$ cat config.mk
export PLATFORM = sky130hd
export DESIGN_NAME = lsu_ctrl
export DESIGN_NICKNAME = d
export VERILOG_FILES = /design/src/rtl/lsu_ctrl.sv
export SDC_FILE = /design/constraint.sdc
export NUM_CORES = 1
export LEC_CHECK = 0
export BUFFER_PORTS_ARGS = -buffer_cell sky130_fd_sc_hd__buf_2
export CORE_MARGIN = 2
export CORE_UTILIZATION = 58
export CTS_BUF_LIST = sky130_fd_sc_hd__clkbuf_2 sky130_fd_sc_hd__clkbuf_4 sky130_fd_sc_hd__clkbuf_8
export DETAILED_ROUTE_END_ITERATION = 8
export GPL_ROUTABILITY_DRIVEN = 0
export PLACE_DENSITY_LB_ADDON = 0.08
export SYNTH_ARGS = -nofsm -noshare
export SYNTH_HDL_FRONTEND = slang
export SYNTH_SLANG_ARGS = --single-unit
$ cat constraint.sdc
create_clock -name i_clk -period 3.3 [get_ports i_clk]
set_input_delay 0.165 -clock i_clk [delete_from_list [all_inputs] [get_ports i_clk]]
set_output_delay 0.165 -clock i_clk [all_outputs]
set_load 0.02 [all_outputs]
$ cat src/rtl/lsu_ctrl.sv
// Load/store sequencer between decode and a word-wide byte-enabled data bus.
// Splits misaligned half/word accesses into two beats and extends load data.
module lsu_ctrl (
  input  logic        i_clk,
  input  logic        i_reset,
  input  logic [1:0]  i_mem_wren,
  input  logic [1:0]  i_data_type,
  input  logic        i_unsigned,
  input  logic [31:0] i_addr,
  input  logic [31:0] i_st_data,
  output logic        o_stall,
  output logic        o_ld_vld,
  output logic [31:0] o_ld_data,
  output logic        o_err,
  output logic        o_bus_vld,
  input  logic        i_bus_rdy,
  output logic        o_bus_we,
  output logic [31:0] o_bus_addr,
  output logic [3:0]  o_bus_be,
  output logic [31:0] o_bus_wdata,
  input  logic        i_bus_rvld,
  input  logic [31:0] i_bus_rdata
);

  typedef enum logic [2:0] {
    S_IDLE, S_REQ0, S_RESP0, S_REQ1, S_RESP1, S_DONE
  } state_t;

  state_t      state_q, state_d;
  logic [31:0] addr_q, addr_d;
  logic [31:0] st_q, st_d;
  logic [1:0]  size_q, size_d;
  logic        uns_q, uns_d;
  logic        load_q, load_d;
  logic [31:0] rdata0_q, rdata0_d;
  logic [31:0] ld_data_q, ld_data_d;
  logic        ld_vld_q, ld_vld_d;
  logic        err_q, err_d;
  logic        bus_vld_q, bus_vld_d;
  logic        bus_we_q, bus_we_d;
  logic [31:0] bus_addr_q, bus_addr_d;
  logic [3:0]  bus_be_q, bus_be_d;
  logic [31:0] bus_wdata_q, bus_wdata_d;

  function automatic logic [3:0] size_mask(input logic [1:0] sz);
    case (sz)
      2'b00:   size_mask = 4'b1111;
      2'b01:   size_mask = 4'b0011;
      default: size_mask = 4'b0001;
    endcase
  endfunction

  logic        req_ok, req_bad, split, accept;
  logic        issue1, clr;
  logic [4:0]  sh_in, sh_q;
  logic [3:0]  be0, be1;
  logic [31:0] wd0, wd1, addr1;
  logic [31:0] r0, r1, raw, ld_ext;

  assign req_bad = (i_mem_wren == 2'b11) ||
                   (i_mem_wren != 2'b00 && i_data_type == 2'b11);
  assign req_ok  = (i_mem_wren == 2'b10 || i_mem_wren == 2'b01) &&
                   i_data_type != 2'b11;

  assign sh_in = {i_addr[1:0], 3'b000};
  assign sh_q  = {addr_q[1:0], 3'b000};
  assign be0   = size_mask(i_data_type) << i_addr[1:0];
  assign wd0   = i_st_data << sh_in;

  // Lanes that spill past the word boundary form the second beat.
  assign be1   = size_mask(size_q) >> (3'd4 - {1'b0, addr_q[1:0]});
  assign wd1   = st_q >> (6'd32 - {1'b0, sh_q});
  assign split = |be1;
  assign addr1 = {addr_q[31:2], 2'b00} + 32'd4;

  assign r0  = (state_q == S_RESP0) ? i_bus_rdata : rdata0_q;
  assign r1  = (state_q == S_RESP1) ? i_bus_rdata : 32'd0;
  assign raw = (r0 >> sh_q) | (r1 << (6'd32 - {1'b0, sh_q}));

  always_comb begin
    ld_ext = raw;
    case (size_q)
      2'b01:   ld_ext = {{16{~uns_q & raw[15]}}, raw[15:0]};
      2'b10:   ld_ext = {{24{~uns_q & raw[7]}}, raw[7:0]};
      default: ld_ext = raw;
    endcase
  end

  assign accept = bus_vld_q & i_bus_rdy;

  always_comb begin
    state_d     = state_q;
    addr_d      = addr_q;
    st_d        = st_q;
    size_d      = size_q;
    uns_d       = uns_q;
    load_d      = load_q;
    rdata0_d    = rdata0_q;
    ld_data_d   = ld_data_q;
    ld_vld_d    = 1'b0;
    err_d       = 1'b0;
    bus_vld_d   = bus_vld_q;
    bus_we_d    = bus_we_q;
    bus_addr_d  = bus_addr_q;
    bus_be_d    = bus_be_q;
    bus_wdata_d = bus_wdata_q;
    issue1      = 1'b0;
    clr         = 1'b0;
    unique case (state_q)
      S_IDLE: begin
        if (req_bad) begin
          state_d   = S_DONE;
          err_d     = 1'b1;
          ld_data_d = 32'd0;
        end else if (req_ok) begin
          state_d     = S_REQ0;
          addr_d      = i_addr;
          st_d        = i_st_data;
          size_d      = i_data_type;
          uns_d       = i_unsigned;
          load_d      = i_mem_wren[1];
          bus_vld_d   = 1'b1;
          bus_we_d    = i_mem_wren[0];
          bus_addr_d  = {i_addr[31:2], 2'b00};
          bus_be_d    = be0;
          bus_wdata_d = wd0;
        end
      end
      S_REQ0, S_REQ1: begin
        if (accept) begin
          if (load_q) begin
            clr     = 1'b1;
            state_d = (state_q == S_REQ0) ? S_RESP0 : S_RESP1;
          end else if (state_q == S_REQ0 && split) begin
            issue1  = 1'b1;
            state_d = S_REQ1;
          end else begin
            clr     = 1'b1;
            state_d = S_DONE;
          end
        end
      end
      S_RESP0: begin
        if (i_bus_rvld) begin
          rdata0_d = i_bus_rdata;
          if (split) begin
            issue1  = 1'b1;
            state_d = S_REQ1;
          end else begin
            state_d   = S_DONE;
            ld_vld_d  = 1'b1;
            ld_data_d = ld_ext;
          end
        end
      end
      S_RESP1: begin
        if (i_bus_rvld) begin
          state_d   = S_DONE;
          ld_vld_d  = 1'b1;
          ld_data_d = ld_ext;
        end
      end
      S_DONE:  state_d = S_IDLE;
      default: state_d = S_IDLE;
    endcase
    if (clr) begin
      bus_vld_d   = 1'b0;
      bus_we_d    = 1'b0;
      bus_addr_d  = 32'd0;
      bus_be_d    = 4'd0;
      bus_wdata_d = 32'd0;
    end
    if (issue1) begin
      bus_vld_d   = 1'b1;
      bus_we_d    = ~load_q;
      bus_addr_d  = addr1;
      bus_be_d    = be1;
      bus_wdata_d = wd1;
    end
  end

  always_ff @(posedge i_clk) begin
    if (i_reset) begin
      state_q     <= S_IDLE;
      addr_q      <= '0;
      st_q        <= '0;
      size_q      <= '0;
      uns_q       <= 1'b0;
      load_q      <= 1'b0;
      rdata0_q    <= '0;
      ld_data_q   <= '0;
      ld_vld_q    <= 1'b0;
      err_q       <= 1'b0;
      bus_vld_q   <= 1'b0;
      bus_we_q    <= 1'b0;
      bus_addr_q  <= '0;
      bus_be_q    <= '0;
      bus_wdata_q <= '0;
    end else begin
      state_q     <= state_d;
      addr_q      <= addr_d;
      st_q        <= st_d;
      size_q      <= size_d;
      uns_q       <= uns_d;
      load_q      <= load_d;
      rdata0_q    <= rdata0_d;
      ld_data_q   <= ld_data_d;
      ld_vld_q    <= ld_vld_d;
      err_q       <= err_d;
      bus_vld_q   <= bus_vld_d;
      bus_we_q    <= bus_we_d;
      bus_addr_q  <= bus_addr_d;
      bus_be_q    <= bus_be_d;
      bus_wdata_q <= bus_wdata_d;
    end
  end

  assign o_stall     = (state_q == S_IDLE && i_mem_wren != 2'b00) ||
                       (state_q != S_IDLE && state_q != S_DONE);
  assign o_ld_vld    = ld_vld_q;
  assign o_ld_data   = ld_data_q;
  assign o_err       = err_q;
  assign o_bus_vld   = bus_vld_q;
  assign o_bus_we    = bus_we_q;
  assign o_bus_addr  = bus_addr_q;
  assign o_bus_be    = bus_be_q;
  assign o_bus_wdata = bus_wdata_q;

endmodule

==> impl_results.md <==
- Fin cells: 1,908
- Final count of hold timing violations: 0
- Antenna-violating nets left: 0
- Combinational group share of total power: 0.219
- CTS HTree Levels: 2
- Placed Cells: 1,745
- Setup WS pre-CTS: 482 ps
- Worst-path fanout max: 100
- Worst clock skew: 31.7 ps
- Post-Route WL: 36,700 µm
- Vias in the first global route: 11,200
- Drt pass-1 iters: 7
- Final #Nets: 1,761
- Distinct cells, synth: 65
- Filler cells: 1,441
- Postcts setup bufs: 0
- Drt initial violations: 1,178
- Top cell by count, worst path: buf_4
- Switching Fraction: 0.311
- Highest clock rate: 351 MHz
- CP peak stage delay: 850 ps
- Pint: 4.82 mW
- Clock Sinks: 205
- Synth Instances: 1,389
- Switch Pwr: 2.17 mW
- First-pass GRT wire length: 58,000 µm
- Post-CTS Hold Buffers: 98
- Crit. path cell count: 6
- Clock power share: 0.378
- CP endpoint: o_ld_data[26]$_SDFFE_PP0P_
- Initial antenna violation count: 0
- Site Rows: 50
- Syn Area/Cell: 8.00 µm²
- # DRC: 0
- Worst-path cell chain: buf_4, mux2_2, a221o_1, a221oi_4, buf_4, o31ai_1
- Leading cell type in the layout, fill and taps excluded: nand2_1
- Power Dens Cells: 495 mW/mm²
- Max VDD drop: 0.300 mV
- Routed len/inst: 19.2 µm
- Slew Limit Fails: 0
- Largest net degree at the start of global routing: 131
- MaxCap Viol Count: 0
- Fin Hold WS: 50.2 ps
- Ant diodes: 0
- Hold wc startpoint: i_reset
- Synth Flop Type: dfxtp_1
- Reg2reg path depth: 6
- Reg-to-reg critical path startpoint: addr_q[0]$_SDFFE_PP0P_
- Sequential share of power: 0.402
- Post-DP HPWL: 23,900 µm
- Power Total: 6.99 mW
- EDFF count, synth: 0
- Worst R2R End: o_ld_data[26]$_SDFFE_PP0P_
- Via density: 6.21
- WP buf/inv: 2
- CTS tree: done
- Req. time, crit path: 3680 ps
- Worst-Margin Slew: 1170 ps
- Crit start category: flop
- Gr ovfl total: 0
- CP Capture Type: flop
- Worst Hold Class: input port to flop
- Synth async-reset ratio: 0
- Clock latency on the worst-skew pair: 540 ps
- Setup-failing EPs final: 0
- Resize count post-CTS: 0
- RSZ-0062 raised after global routing: false
- Total track usage: 0.355
- Clk root buf: clkbuf_8
- Core Region: 0.0188 mm²
- IO Pins: 210
- Via count: 11,800
- Clk slew on worst S/H paths: 60 ps
- Slew HR: 0.221
- CP startpoint: addr_q[0]$_SDFFE_PP0P_
- CTS Buf Count: 37
- Critical path class: flop to flop
- Worst R2R Setup Slack: 450 ps
- Share of post-route cells with drive strength above 1: 0.216
- Minimum period implied by the final worst setup slack: 2850 ps
- Setup ws final: 455 ps
- Status: finished clean
- #FFs+latches synth: 205
- Die area: 0.0203 mm²
- Period utilization: 0.862
- Crit path DAT: 3220 ps
- Count of input and output buffers: 207
- Post-synthesis sequential area ratio: 0.369
- Yosys warnings: 0
- Commonest non-fill, non-tap cells in the layout: nand2_1 (293), buf_2 (206), dfxtp_1 (204)
- Die width: 142 µm
- Die Y: 142 µm
- Area Growth Syn to Fin: 26.9%
- CP max stage cell: buf_4
- Clk buf depth: 3
- Synthesized area: 0.0111 mm²
- Leakage: 5.74 nW
- Delay-heaviest family, CP: buffers and inverters
- Initial Utilization: 0.592
- TNS Setup: 0 ps
stage by stage:
step,util,instance area [µm²]
2_1_floorplan,-,11100
3_3_place_gp,0.656,12300
3_5_place_dp,0.656,12300
4_1_cts,0.752,14100
5_1_grt,0.752,14100
6_report,0.752,14100
area by class of cell:
class | instances | area (µm²) | area share
Clock inverter | 8 | 92.6 | 0.00656
Sequential cell | 205 | 4110 | 0.291
Multi-Input combinational cell | 1048 | 6510 | 0.462
Clock buffer | 57 | 728 | 0.0516
Inverter | 22 | 82.6 | 0.00585
Tap cell | 234 | 293 | 0.0208
Timing Repair Buffer | 334 | 2290 | 0.162
worst min path at each step:
stage	endpoint	slack, ps	cells past startpoint
after floorplan	rdata0_q[0]$_SDFFE_PP0P_	300	2
after global placement	uns_q$_SDFFE_PP0P_	410	3
after detailed placement	uns_q$_SDFFE_PP0P_	410	3
after CTS	rdata0_q[10]$_SDFFE_PP0P_	20	2
after global routing	rdata0_q[29]$_SDFFE_PP0P_	40	2
final	state_q[0]$_SDFFE_PP0P_	50	2
routing by layer:
layer	global-route usage	vias up	wire length, µm
met5	0	-	0
met3	0.0633	129	3050
li1	-	5517	-
met2	0.582	672	17300
met1	0.457	5522	14700
met4	0.161	0	1640
state kept, by name, summed over array words and instances (netlist names), 2 cells and up:
name and count:
addr_q 32, o_bus_wdata 32, o_ld_data 32, rdata0_q 32, st_q 32, o_bus_addr 30
o_bus_be 4, state_q 3, size_q 2
power by group through the flow:
stage,logic [mW],clock network (mW),registers (mW)
after floorplan,0.803,0,2.96
after global placement,1.39,0,2.86
after detailed placement,1.41,0,2.86
after CTS,1.50,2.66,2.81
after global routing,1.65,2.76,2.83
final,1.53,2.64,2.81
kinds of logic after synthesis:
| group | share of synthesized area |
|---|---|
| flops | 0.369 |
| mux | 0.112 |
| fa+ha+maj | 0.00900 |
| other cells | 0.000337 |
| compound gates | 0.228 |
| buf+inv | 0.0497 |
| xor+xnor | 0.0181 |
| simple gates | 0.213 |
Yosys cell counts, types with 2 or more instances:
| cell | number | share of area |
|---|---|---|
| nand3b_1 | 2 | 0.0014 |
| o31ai_1 | 19 | 0.013 |
| nand3_1 | 20 | 0.0090 |
| mux2_2 | 25 | 0.025 |
| o221ai_1 | 3 | 0.0024 |
| a311oi_1 | 3 | 0.0024 |
| nor2_1 | 84 | 0.028 |
| a21o_1 | 3 | 0.0020 |
| a21boi_0 | 2 | 0.0014 |
| o211a_1 | 17 | 0.015 |
| a2111oi_0 | 10 | 0.0079 |
| nand4_1 | 8 | 0.0045 |
| nand2b_1 | 22 | 0.012 |
| nand2_1 | 293 | 0.099 |
| nor4_1 | 5 | 0.0028 |
| buf_1 | 14 | 0.0047 |
| and4b_1 | 2 | 0.0018 |
| nor3_1 | 37 | 0.017 |
| o21a_1 | 2 | 0.0014 |
| and4_1 | 6 | 0.0047 |
| or3_1 | 5 | 0.0028 |
| o22ai_1 | 16 | 0.0090 |
| mux2i_1 | 49 | 0.044 |
| and2_1 | 6 | 0.0034 |
| xnor2_1 | 11 | 0.0087 |
| buf_2 | 19 | 0.0086 |
| inv_1 | 22 | 0.0074 |
| dfxtp_1 | 205 | 0.37 |
| clkbuf_1 | 78 | 0.026 |
| nor2b_1 | 16 | 0.0090 |
| o21ai_0 | 54 | 0.024 |
| buf_4 | 4 | 0.0027 |
| ha_1 | 8 | 0.0090 |
| a31oi_1 | 8 | 0.0045 |
| xor2_1 | 12 | 0.0095 |
| mux4_2 | 21 | 0.043 |
| a211o_1 | 7 | 0.0055 |
| a211oi_1 | 43 | 0.029 |
| a221oi_1 | 39 | 0.031 |
| and3_1 | 5 | 0.0028 |
| a21oi_1 | 158 | 0.071 |
| and2_0 | 3 | 0.0017 |
(Power assumes the default switching activity.)
